===== src/rtl/ram_arbiter_rr_if.sv =====
// Bus bundle between the per-core cache controllers, the RAM model and ram_arbiter_rr.
// The arbiter connects through the slave modport; the cores/RAM side uses master.
interface ram_arbiter_rr_if #(
    parameter int CPUS   = 2,
    parameter int ADDR_W = 32,
    parameter int DATA_W = 32
);
    localparam int GW = $clog2(2 * CPUS);

    // Cache side
    logic [CPUS-1:0]        iREN;
    logic [CPUS*ADDR_W-1:0] iaddr;
    logic [CPUS-1:0]        iwait;
    logic [CPUS*DATA_W-1:0] iload;
    logic [CPUS-1:0]        dREN;
    logic [CPUS-1:0]        dWEN;
    logic [CPUS*ADDR_W-1:0] daddr;
    logic [CPUS*DATA_W-1:0] dstore;
    logic [CPUS-1:0]        dwait;
    logic [CPUS*DATA_W-1:0] dload;

    // RAM side
    logic                   ramREN;
    logic                   ramWEN;
    logic [ADDR_W-1:0]      ramaddr;
    logic [DATA_W-1:0]      ramstore;
    logic [DATA_W-1:0]      ramload;
    logic [1:0]             ramstate;

    // Status
    logic [GW-1:0]          grant_id;
    logic                   busy;
    logic                   timeout_err;

    modport slave (
        input  iREN, iaddr, dREN, dWEN, daddr, dstore, ramload, ramstate,
        output iwait, iload, dwait, dload, ramREN, ramWEN, ramaddr, ramstore,
               grant_id, busy, timeout_err
    );

    modport master (
        output iREN, iaddr, dREN, dWEN, daddr, dstore, ramload, ramstate,
        input  iwait, iload, dwait, dload, ramREN, ramWEN, ramaddr, ramstore,
               grant_id, busy, timeout_err
    );
endinterface


===== src/rtl/ram_arbiter_rr.sv =====
// Round-robin arbiter sharing one RAM port among CPUS cores (icache + dcache each),
// with a registered grant, abort on request drop and a sticky RAM-timeout flag.
module ram_arbiter_rr #(
    parameter int CPUS    = 2,
    parameter int ADDR_W  = 32,
    parameter int DATA_W  = 32,
    parameter int TIMEOUT = 1023,
    parameter int TO_W    = 10
) (
    input logic            CLK,
    input logic            RST,
    ram_arbiter_rr_if.slave bus
);
    localparam int N  = 2 * CPUS;
    localparam int GW = $clog2(N);

    typedef enum logic [1:0] {
        RAM_FREE   = 2'd0,
        RAM_BUSY   = 2'd1,
        RAM_ACCESS = 2'd2,
        RAM_ERROR  = 2'd3
    } ramstate_t;

    typedef enum logic {
        S_IDLE  = 1'b0,
        S_GRANT = 1'b1
    } state_t;

    state_t            state, state_n;
    logic [GW-1:0]     ptr, ptr_n;
    logic [GW-1:0]     gid, gid_n;
    logic [TO_W-1:0]   cnt, cnt_n, cnt_inc;
    logic              terr, terr_n;

    logic [N-1:0]      pending;
    logic [GW-1:0]     cand;
    logic [GW-1:0]     winner;
    logic              found;

    logic [GW-1:0]     g_core;
    logic              g_icache;
    logic              g_pending;
    logic [CPUS-1:0]   core_sel;
    logic              sel_iren, sel_dren, sel_dwen;
    logic [ADDR_W-1:0] sel_iaddr, sel_daddr;
    logic [DATA_W-1:0] sel_dstore;

    logic [CPUS-1:0]   iwait_c, dwait_c;
    logic              ren_c, wen_c;
    logic [ADDR_W-1:0] addr_c;
    logic [DATA_W-1:0] store_c;

    // Even channels are dcache, odd channels are icache of core (channel >> 1).
    always_comb begin
        pending = '0;
        for (int k = 0; k < CPUS; k++) begin
            pending[2*k]   = bus.dREN[k] | bus.dWEN[k];
            pending[2*k+1] = bus.iREN[k];
        end
    end

    always_comb begin
        found  = 1'b0;
        winner = '0;
        cand   = '0;
        for (int i = 0; i < N; i++) begin
            cand = GW'((int'(ptr) + i) % N);
            if (!found && pending[cand]) begin
                found  = 1'b1;
                winner = cand;
            end
        end
    end

    assign g_core   = gid >> 1;
    assign g_icache = gid[0];

    always_comb begin
        core_sel   = '0;
        sel_iren   = 1'b0;
        sel_dren   = 1'b0;
        sel_dwen   = 1'b0;
        sel_iaddr  = '0;
        sel_daddr  = '0;
        sel_dstore = '0;
        for (int k = 0; k < CPUS; k++) begin
            if (g_core == GW'(k)) begin
                core_sel[k] = 1'b1;
                sel_iren    = bus.iREN[k];
                sel_dren    = bus.dREN[k];
                sel_dwen    = bus.dWEN[k];
                sel_iaddr   = bus.iaddr[k*ADDR_W +: ADDR_W];
                sel_daddr   = bus.daddr[k*ADDR_W +: ADDR_W];
                sel_dstore  = bus.dstore[k*DATA_W +: DATA_W];
            end
        end
    end

    assign g_pending = g_icache ? sel_iren : (sel_dren | sel_dwen);
    assign cnt_inc   = (&cnt) ? cnt : cnt + 1'b1;

    // NOTE: every variable gets a default before the case so no path leaves one unassigned (no latches).
    always_comb begin
        state_n = state;
        ptr_n   = ptr;
        gid_n   = gid;
        cnt_n   = cnt;
        terr_n  = terr;
        iwait_c = '1;
        dwait_c = '1;
        ren_c   = 1'b0;
        wen_c   = 1'b0;
        addr_c  = '0;
        store_c = '0;
        case (state)
            S_IDLE: begin
                if (found) begin
                    state_n = S_GRANT;
                    gid_n   = winner;
                    cnt_n   = '0;
                end
            end
            S_GRANT: begin
                addr_c  = g_icache ? sel_iaddr : sel_daddr;
                store_c = g_icache ? '0 : sel_dstore;
                // A dropped request gates the enables off; a write wins over a read.
                if (g_pending) begin
                    wen_c = !g_icache && sel_dwen;
                    ren_c = g_icache || !sel_dwen;
                end
                if (bus.ramstate == RAM_ACCESS) begin
                    if (g_icache) iwait_c = ~core_sel;
                    else          dwait_c = ~core_sel;
                    state_n = S_IDLE;
                    ptr_n   = (gid == GW'(N - 1)) ? '0 : gid + 1'b1;
                end else if (!g_pending) begin
                    state_n = S_IDLE;
                end else begin
                    cnt_n = cnt_inc;
                    if (cnt_inc == TO_W'(TIMEOUT)) terr_n = 1'b1;
                end
            end
            default: state_n = S_IDLE;
        endcase
    end

    // NOTE: sequential state uses non-blocking assignments so all registers update together at the edge.
    always_ff @(posedge CLK) begin
        if (RST) begin
            state <= S_IDLE;
            ptr   <= '0;
            gid   <= '0;
            cnt   <= '0;
            terr  <= 1'b0;
        end else begin
            state <= state_n;
            ptr   <= ptr_n;
            gid   <= gid_n;
            cnt   <= cnt_n;
            terr  <= terr_n;
        end
    end

    assign bus.iwait       = iwait_c;
    assign bus.dwait       = dwait_c;
    assign bus.iload       = {CPUS{bus.ramload}};
    assign bus.dload       = {CPUS{bus.ramload}};
    assign bus.ramREN      = ren_c;
    assign bus.ramWEN      = wen_c;
    assign bus.ramaddr     = addr_c;
    assign bus.ramstore    = store_c;
    assign bus.grant_id    = gid;
    assign bus.busy        = (state == S_GRANT);
    assign bus.timeout_err = terr;
endmodule


===== src/flat_wrapper.sv =====
// flat-port wrapper written by rule: the top's interface ports become plain ports
module ram_arbiter_rr_flat 
#(
    parameter int CPUS    = 2,
    parameter int ADDR_W  = 32,
    parameter int DATA_W  = 32,
    parameter int TIMEOUT = 1023,
    parameter int TO_W    = 10
)
  (CLK, RST, bus_iREN, bus_iaddr, bus_dREN, bus_dWEN, bus_daddr, bus_dstore, bus_ramload, bus_ramstate, bus_iwait, bus_iload, bus_dwait, bus_dload, bus_ramREN, bus_ramWEN, bus_ramaddr, bus_ramstore, bus_grant_id, bus_busy, bus_timeout_err);
  ram_arbiter_rr_if #(.CPUS(CPUS), .ADDR_W(ADDR_W), .DATA_W(DATA_W)) bus_i ();
  input logic CLK;
  input logic RST;
  input wire logic [$bits(bus_i.iREN)-1:0] bus_iREN;
  input wire logic [$bits(bus_i.iaddr)-1:0] bus_iaddr;
  input wire logic [$bits(bus_i.dREN)-1:0] bus_dREN;
  input wire logic [$bits(bus_i.dWEN)-1:0] bus_dWEN;
  input wire logic [$bits(bus_i.daddr)-1:0] bus_daddr;
  input wire logic [$bits(bus_i.dstore)-1:0] bus_dstore;
  input wire logic [$bits(bus_i.ramload)-1:0] bus_ramload;
  input wire logic [$bits(bus_i.ramstate)-1:0] bus_ramstate;
  output wire logic [$bits(bus_i.iwait)-1:0] bus_iwait;
  output wire logic [$bits(bus_i.iload)-1:0] bus_iload;
  output wire logic [$bits(bus_i.dwait)-1:0] bus_dwait;
  output wire logic [$bits(bus_i.dload)-1:0] bus_dload;
  output wire logic [$bits(bus_i.ramREN)-1:0] bus_ramREN;
  output wire logic [$bits(bus_i.ramWEN)-1:0] bus_ramWEN;
  output wire logic [$bits(bus_i.ramaddr)-1:0] bus_ramaddr;
  output wire logic [$bits(bus_i.ramstore)-1:0] bus_ramstore;
  output wire logic [$bits(bus_i.grant_id)-1:0] bus_grant_id;
  output wire logic [$bits(bus_i.busy)-1:0] bus_busy;
  output wire logic [$bits(bus_i.timeout_err)-1:0] bus_timeout_err;
  assign bus_i.iREN = bus_iREN;
  assign bus_i.iaddr = bus_iaddr;
  assign bus_i.dREN = bus_dREN;
  assign bus_i.dWEN = bus_dWEN;
  assign bus_i.daddr = bus_daddr;
  assign bus_i.dstore = bus_dstore;
  assign bus_i.ramload = bus_ramload;
  assign bus_i.ramstate = bus_ramstate;
  assign bus_iwait = bus_i.iwait;
  assign bus_iload = bus_i.iload;
  assign bus_dwait = bus_i.dwait;
  assign bus_dload = bus_i.dload;
  assign bus_ramREN = bus_i.ramREN;
  assign bus_ramWEN = bus_i.ramWEN;
  assign bus_ramaddr = bus_i.ramaddr;
  assign bus_ramstore = bus_i.ramstore;
  assign bus_grant_id = bus_i.grant_id;
  assign bus_busy = bus_i.busy;
  assign bus_timeout_err = bus_i.timeout_err;
  ram_arbiter_rr #(.CPUS(CPUS), .ADDR_W(ADDR_W), .DATA_W(DATA_W), .TIMEOUT(TIMEOUT), .TO_W(TO_W)) u_core (.CLK(CLK), .RST(RST), .bus(bus_i));
endmodule

===== config.mk =====
export PLATFORM = sky130hd
export DESIGN_NAME = ram_arbiter_rr_flat
export DESIGN_NICKNAME = d
export VERILOG_FILES = /design/src/rtl/ram_arbiter_rr_if.sv /design/src/rtl/ram_arbiter_rr.sv /design/src/flat_wrapper.sv
export SDC_FILE = /design/constraint.sdc
export NUM_CORES = 1
export LEC_CHECK = 0
export CAP_MARGIN = 40
export CORE_AREA = 2 2 167 169
export CTS_CLUSTER_DIAMETER = 120
export DETAILED_ROUTE_END_ITERATION = 8
export DIE_AREA = 0 0 169 171
export GPL_TIMING_DRIVEN = 0
export HOLD_SLACK_MARGIN = 0.1
export PLACE_DENSITY = 0.54
export SLEW_MARGIN = 30
export SYNTH_ARGS = -nofsm -noshare
export SYNTH_HDL_FRONTEND = slang
export SYNTH_SLANG_ARGS = --single-unit

===== constraint.sdc =====
create_clock -name CLK -period 2.63 [get_ports CLK]
set_clock_uncertainty 0.2 [all_clocks]
set_input_delay 0.3945 -clock CLK [delete_from_list [all_inputs] [get_ports CLK]]
set_output_delay 0.3945 -clock CLK [all_outputs]
set_load 0.05 [all_outputs]

Word level (Yosys, flattened, before mapping)
Index checks and enable logic that the tools add are counted.
Storage, ports and cells
  word-level logic and storage cells: 97
  input port bits: 234
  flip-flop bits (word level): 16
  output and inout port bits: 202
Cells by class
  bitwise operators: 6
  eq/ne operators: 6
  reductions and logical operators: 16
  muxes and demuxes: 55
  $lt $le $gt $ge: 4
  add/sub/neg operators: 5
Operators with widths (count)
  two-way mux 32 bit: 10
  two-way mux 10 bit: 4
  two-way mux 1 bit: 24
  two-way mux 2 bit: 11
  case mux 10 bit (2 select lines): 1
  < comparator 2 x 3 -> 1 bit (second input constant): 4
  adder 10 x 1 -> 10 bit (second input constant): 1
  equality test 10 bit (second input constant): 1
  AND reduction 10 bit: 1
  binary-select mux 1 bit (select 2 bit): 4
  logical NOT 1 bit: 5
  adder 2 x 1 -> 2 bit (second input constant): 2
  adder 2 bit (second input constant): 2
  equality test 2 bit (second input constant): 2
  logical AND 1 bit: 4
  != test 2 bit (second input constant): 2
  AND reduction 2 bit: 2
  AND reduction 4 bit: 1
  bitwise OR 1 bit: 3
  AND reduction 3 bit: 1
  logical NOT 2 bit: 1
  != test 2 x 1 -> 1 bit (second input constant): 1
  inverter 1 bit: 2
  inverter 2 bit: 1
  2 further kinds: 2

Longest topological paths before layout
  depth in word-level cells: 15
  mapped depth: 8
  depth with buffers taken out: 6

Worst setup path after synthesis
No wires, ideal clock.
  kind: flip-flop to output port
  start: register u_core.gid[1], in the netlist u_core.bus.grant_id[1]
  end: output bus_ramstore[23]
  slack: -0.411 ns
  path buffers: 4
  data arrival time: 2.446 ns
  required time: 2.036 ns
  cell stages (with the launch flop): 7
  cell sequence: dfxtp_1 > buf_6 > buf_2 > buf_2 > buf_2 > mux2i_1 > nor2_1
On the way
  cells in the longest elaborated chain, start to end: 5
RTL lines
  start, declared: RTL line ram_arbiter_rr.sv:31  | logic [GW-1:0] gid, gid_n;
  start signal, assigned: RTL line ram_arbiter_rr.sv:158  | gid <= gid_n;
  logical NOT 2 bit: RTL line ram_arbiter_rr.sv:87  | if (g_core == GW'(k)) begin
  two-way mux 32 bit: RTL line ram_arbiter_rr.sv:87
  two-way mux 32 bit (*): RTL line ram_arbiter_rr.sv:87
  two-way mux 32 bit (*): RTL line ram_arbiter_rr.sv:125  | store_c = g_icache ? '0 : sel_dstore;
  two-way mux 32 bit (*): RTL line ram_arbiter_rr.sv:115  | case (state)
  end, declared: RTL line flat_wrapper.sv:29  | output wire logic [$bits(bus_i.ramstore)-1:0] bus_ramstore;
Mark *: on every way between the ends. The rest lies on a longest branch, timed or not.

Worst setup path in the final report
  start: input bus_daddr[63]
  end: output bus_ramaddr[31]
On the way
  cells in the longest elaborated chain, start to end: 3
RTL lines
  start, declared: RTL line flat_wrapper.sv:18  | input wire logic [$bits(bus_i.daddr)-1:0] bus_daddr;
  two-way mux 32 bit: RTL line ram_arbiter_rr.sv:87
  two-way mux 32 bit: RTL line ram_arbiter_rr.sv:124  | addr_c = g_icache ? sel_iaddr : sel_daddr;
  two-way mux 32 bit: RTL line ram_arbiter_rr.sv:115
  end, declared: RTL line flat_wrapper.sv:28  | output wire logic [$bits(bus_i.ramaddr)-1:0] bus_ramaddr;
No other way between the ends.

==> run metrics <==
path type of the worst setup path=input port to primary output; largest area contributor in the netlist=buf_4; post-synthesis instance area=0.00356 mm^2; Detailed Route Iter0 Violations=83; max capacitance violation total=0; antenna violation net count after detailed routing=0; initial antenna violation count=0; RSZ-0062 raised after global routing=yes; vias in the first global route=4,327; measured slew at the worst slew-check pin=520 ps; Max H-tree Level=1; cell count after synthesis=429; syn nets=669; Achievable Freq=0.390 GHz; final period demand of the worst path=2560 ps; Vias=4,494; clock network latency to the later pin of the worst-skew pair=250 ps; layout overhead on the synthesized area=127%; number of flops mapped to enable cells by yosys=0; largest net degree at the start of global routing=11; final number of hold-violating endpoints=0; input/output buffers=403; root buf cell=clkbuf_16; count of hold-fix buffers inserted at cts=0; IR Drop Worst-Case VDD=0.000141 V; cell depth of the worst hold path=2; kind of start point of the critical path=input port; top cells by instance count after synthesis=buf_4, nor2_1, mux2i_1, mux4_2, and2_1; per-instance average area after synthesis=8.29 um^2; Required @ worst endpoint=2040 ps; clock tree sinks=16; grt ovf=0; Max stage delay cell, worst path=mux4_2; slowest stage delay, CP=510 ps; top-area cell type share of the netlist area=27.0%; initial core utilization=13.0%; final cell count without fillers=1,184; deepest clock path buffer count=2; HPWL after detailed placement=16,600 um; number of cells in the design after placement=1,178; min-delay worst type=flop to flop; async set-or-reset flop fraction in the synthesized netlist=0%; Leak=3.17 nW; CTS tree=yes; routability-driven placement congestion ratio=0.782; drt first pass iters=4; Cell variety after synth=43; data arrival time of the critical path=1970 ps; power density normalized to cell area=292 mW/mm^2; Antenna Diode Count=0; headroom to the max-slew limit=65.3%; fraction of the yosys area taken by sequential cells=9.01%; GRT Util Overall=11.5%; width of the chip=169 um; most common cell in the netlist=buf_4; core box area=0.0273 mm^2; Remaining DRCs=0; Final WS setup=65.3 ps; Yosys warning total=0; total setup violations reported at the end of the flow=0; first-pass GRT wire length=25,700 um; Tcrit/Tclk final=97.5%; placement-stage worst setup slack=-954 ps; highest net fanout along the worst path=1; cells on worst reg2reg path=7; run status=finished clean; chain of cells forming the critical path=clkdlybuf4s50_1 -> mux4_2 -> and2_1 -> dlygate4sd2_1; detail-routed net length per standard cell=16.0 um; ratio of cells with drive above 1 in the final layout=32.7%; count of standard-cell rows=61; register bit total from synthesis=16; total number of cells along the worst setup path=4; number of nets at the end of the flow=1,079; TritonCTS Buffers=3; CP Capture Type=primary output; number of buffers and inverters on the critical path=2; final slew viol count=0; clock-pin slew reported for the worst setup and hold paths after clock tree synthesis=50 ps; Worst path top cell family by delay=buffers and inverters; routed vias/inst=3.80; overall die area=0.0289 mm^2; Routed Wire Length=19,000 um; vertical die dimension=171 um; top area cells in the synthesized netlist=buf_4, mux4_2, mux2i_1; primary flip-flop cell chosen by synthesis mapping=dfxtp_1; number of placed I/O pins=436
==> flip-flops by register name, summed over array words and instances, names as in the netlist <==
signal	flops
u_core.bus.busy	1
u_core.bus.grant_id	2
u_core.bus.timeout_err	1
u_core.cnt	10
u_core.ptr	2
==> cell families (layout without fill, tap and decap cells) <==
| logic type | Yosys count | count (layout) | synth area share, % |
|---|---|---|---|
| fa+ha+maj | 6 | 6 | 2.11 |
| xor+xnor | 1 | 1 | 0.246 |
| flops | 16 | 16 | 9.01 |
| mux | 70 | 70 | 31.5 |
| buf+inv | 163 | 572 | 31.5 |
| compound gates | 37 | 37 | 6.86 |
| simple gates | 136 | 136 | 18.9 |
==> power by group <==
group | internal, mW | leakage, nW | total, mW | switching (mW)
clock network | 0.231 | 0.0442 | 0.328 | 0.0965
logic | 0.785 | 3.00 | 1.77 | 0.987
registers | 0.248 | 0.131 | 0.256 | 0.00804
==> metrics by stage <==
step                hold slack [ps]  TNS [ps]  instance area, um^2  power [mW]  utilization (%)
floorplan                       264     -42.2                 3590        1.34                -
global placement                276    -46550                 8050        2.08             29.5
detailed placement              267    -45820                 8060        2.08             29.5
CTS                             278      -609                 8100        2.39             29.6
global route                    316     -66.8                 8070        2.46             29.5
finish                          272         0                 8070        2.36             29.5
==> layout make-up <==
| cell class | count | area (um^2) |
|---|---|---|
| fillers | 2890 | 19300 |
| repair buffers | 406 | 3850 |
| multi-input cells | 250 | 2170 |
| plain buffers | 154 | 1170 |
| well taps | 346 | 433 |
| flip-flops and latches | 16 | 325 |
| clock buffers | 4 | 88.8 |
| inverters | 8 | 33.8 |
==> worst min-delay path, stage by stage (launching register included) <==
cell and delay [ps]:
dfxtp_1 310, inv_1 50, o32ai_1 60
==> repair_timing <==
action,in CTS,in global routing
setup endpoints to repair,71,42
resized for setup,292,37
buffers inserted,0,3
==> cells in the final DEF, fill, tap and decap left out, drive strengths merged, types with 4 or more instances in the layout <==
| cell | count |
|---|---|
| nor3 | 4 |
| dfxtp | 16 |
| clkdlybuf4s15 | 19 |
| dlygate4sd2 | 5 |
| mux2i | 36 |
| clkbuf | 19 |
| clkdlybuf4s50 | 333 |
| a31oi | 7 |
| nor2 | 50 |
| mux4 | 33 |
| buf | 188 |
| inv | 7 |
| ha | 6 |
| a21oi | 10 |
| and2 | 33 |
| o21ai | 5 |
| nand3 | 15 |
| nand2 | 19 |
==> routing by layer <==
layer  part of all wire (%)  GRT usage (%)
met1                     41           14.2
met2                     50           20.8
met3                    8.5           2.82
met4                   0.51           1.04
met5                      0              0
==> worst paths after layout <==
| kind | start | to | slack [ps] |
|---|---|---|---|
| max | bus_daddr[63] | bus_ramaddr[31] | 70 |
| min | u_core.bus.timeout_err$_SDFFE_PP0P_ | u_core.bus.timeout_err$_SDFFE_PP0P_ | 270 |
| max reg2reg | u_core.bus.grant_id[0]$_SDFFE_PP0P_ | u_core.cnt[5]$_SDFFE_PP0P_ | 340 |
| min reg2reg | u_core.bus.timeout_err$_SDFFE_PP0P_ | u_core.bus.timeout_err$_SDFFE_PP0P_ | 270 |
Power figures use the tool's default switching activity.
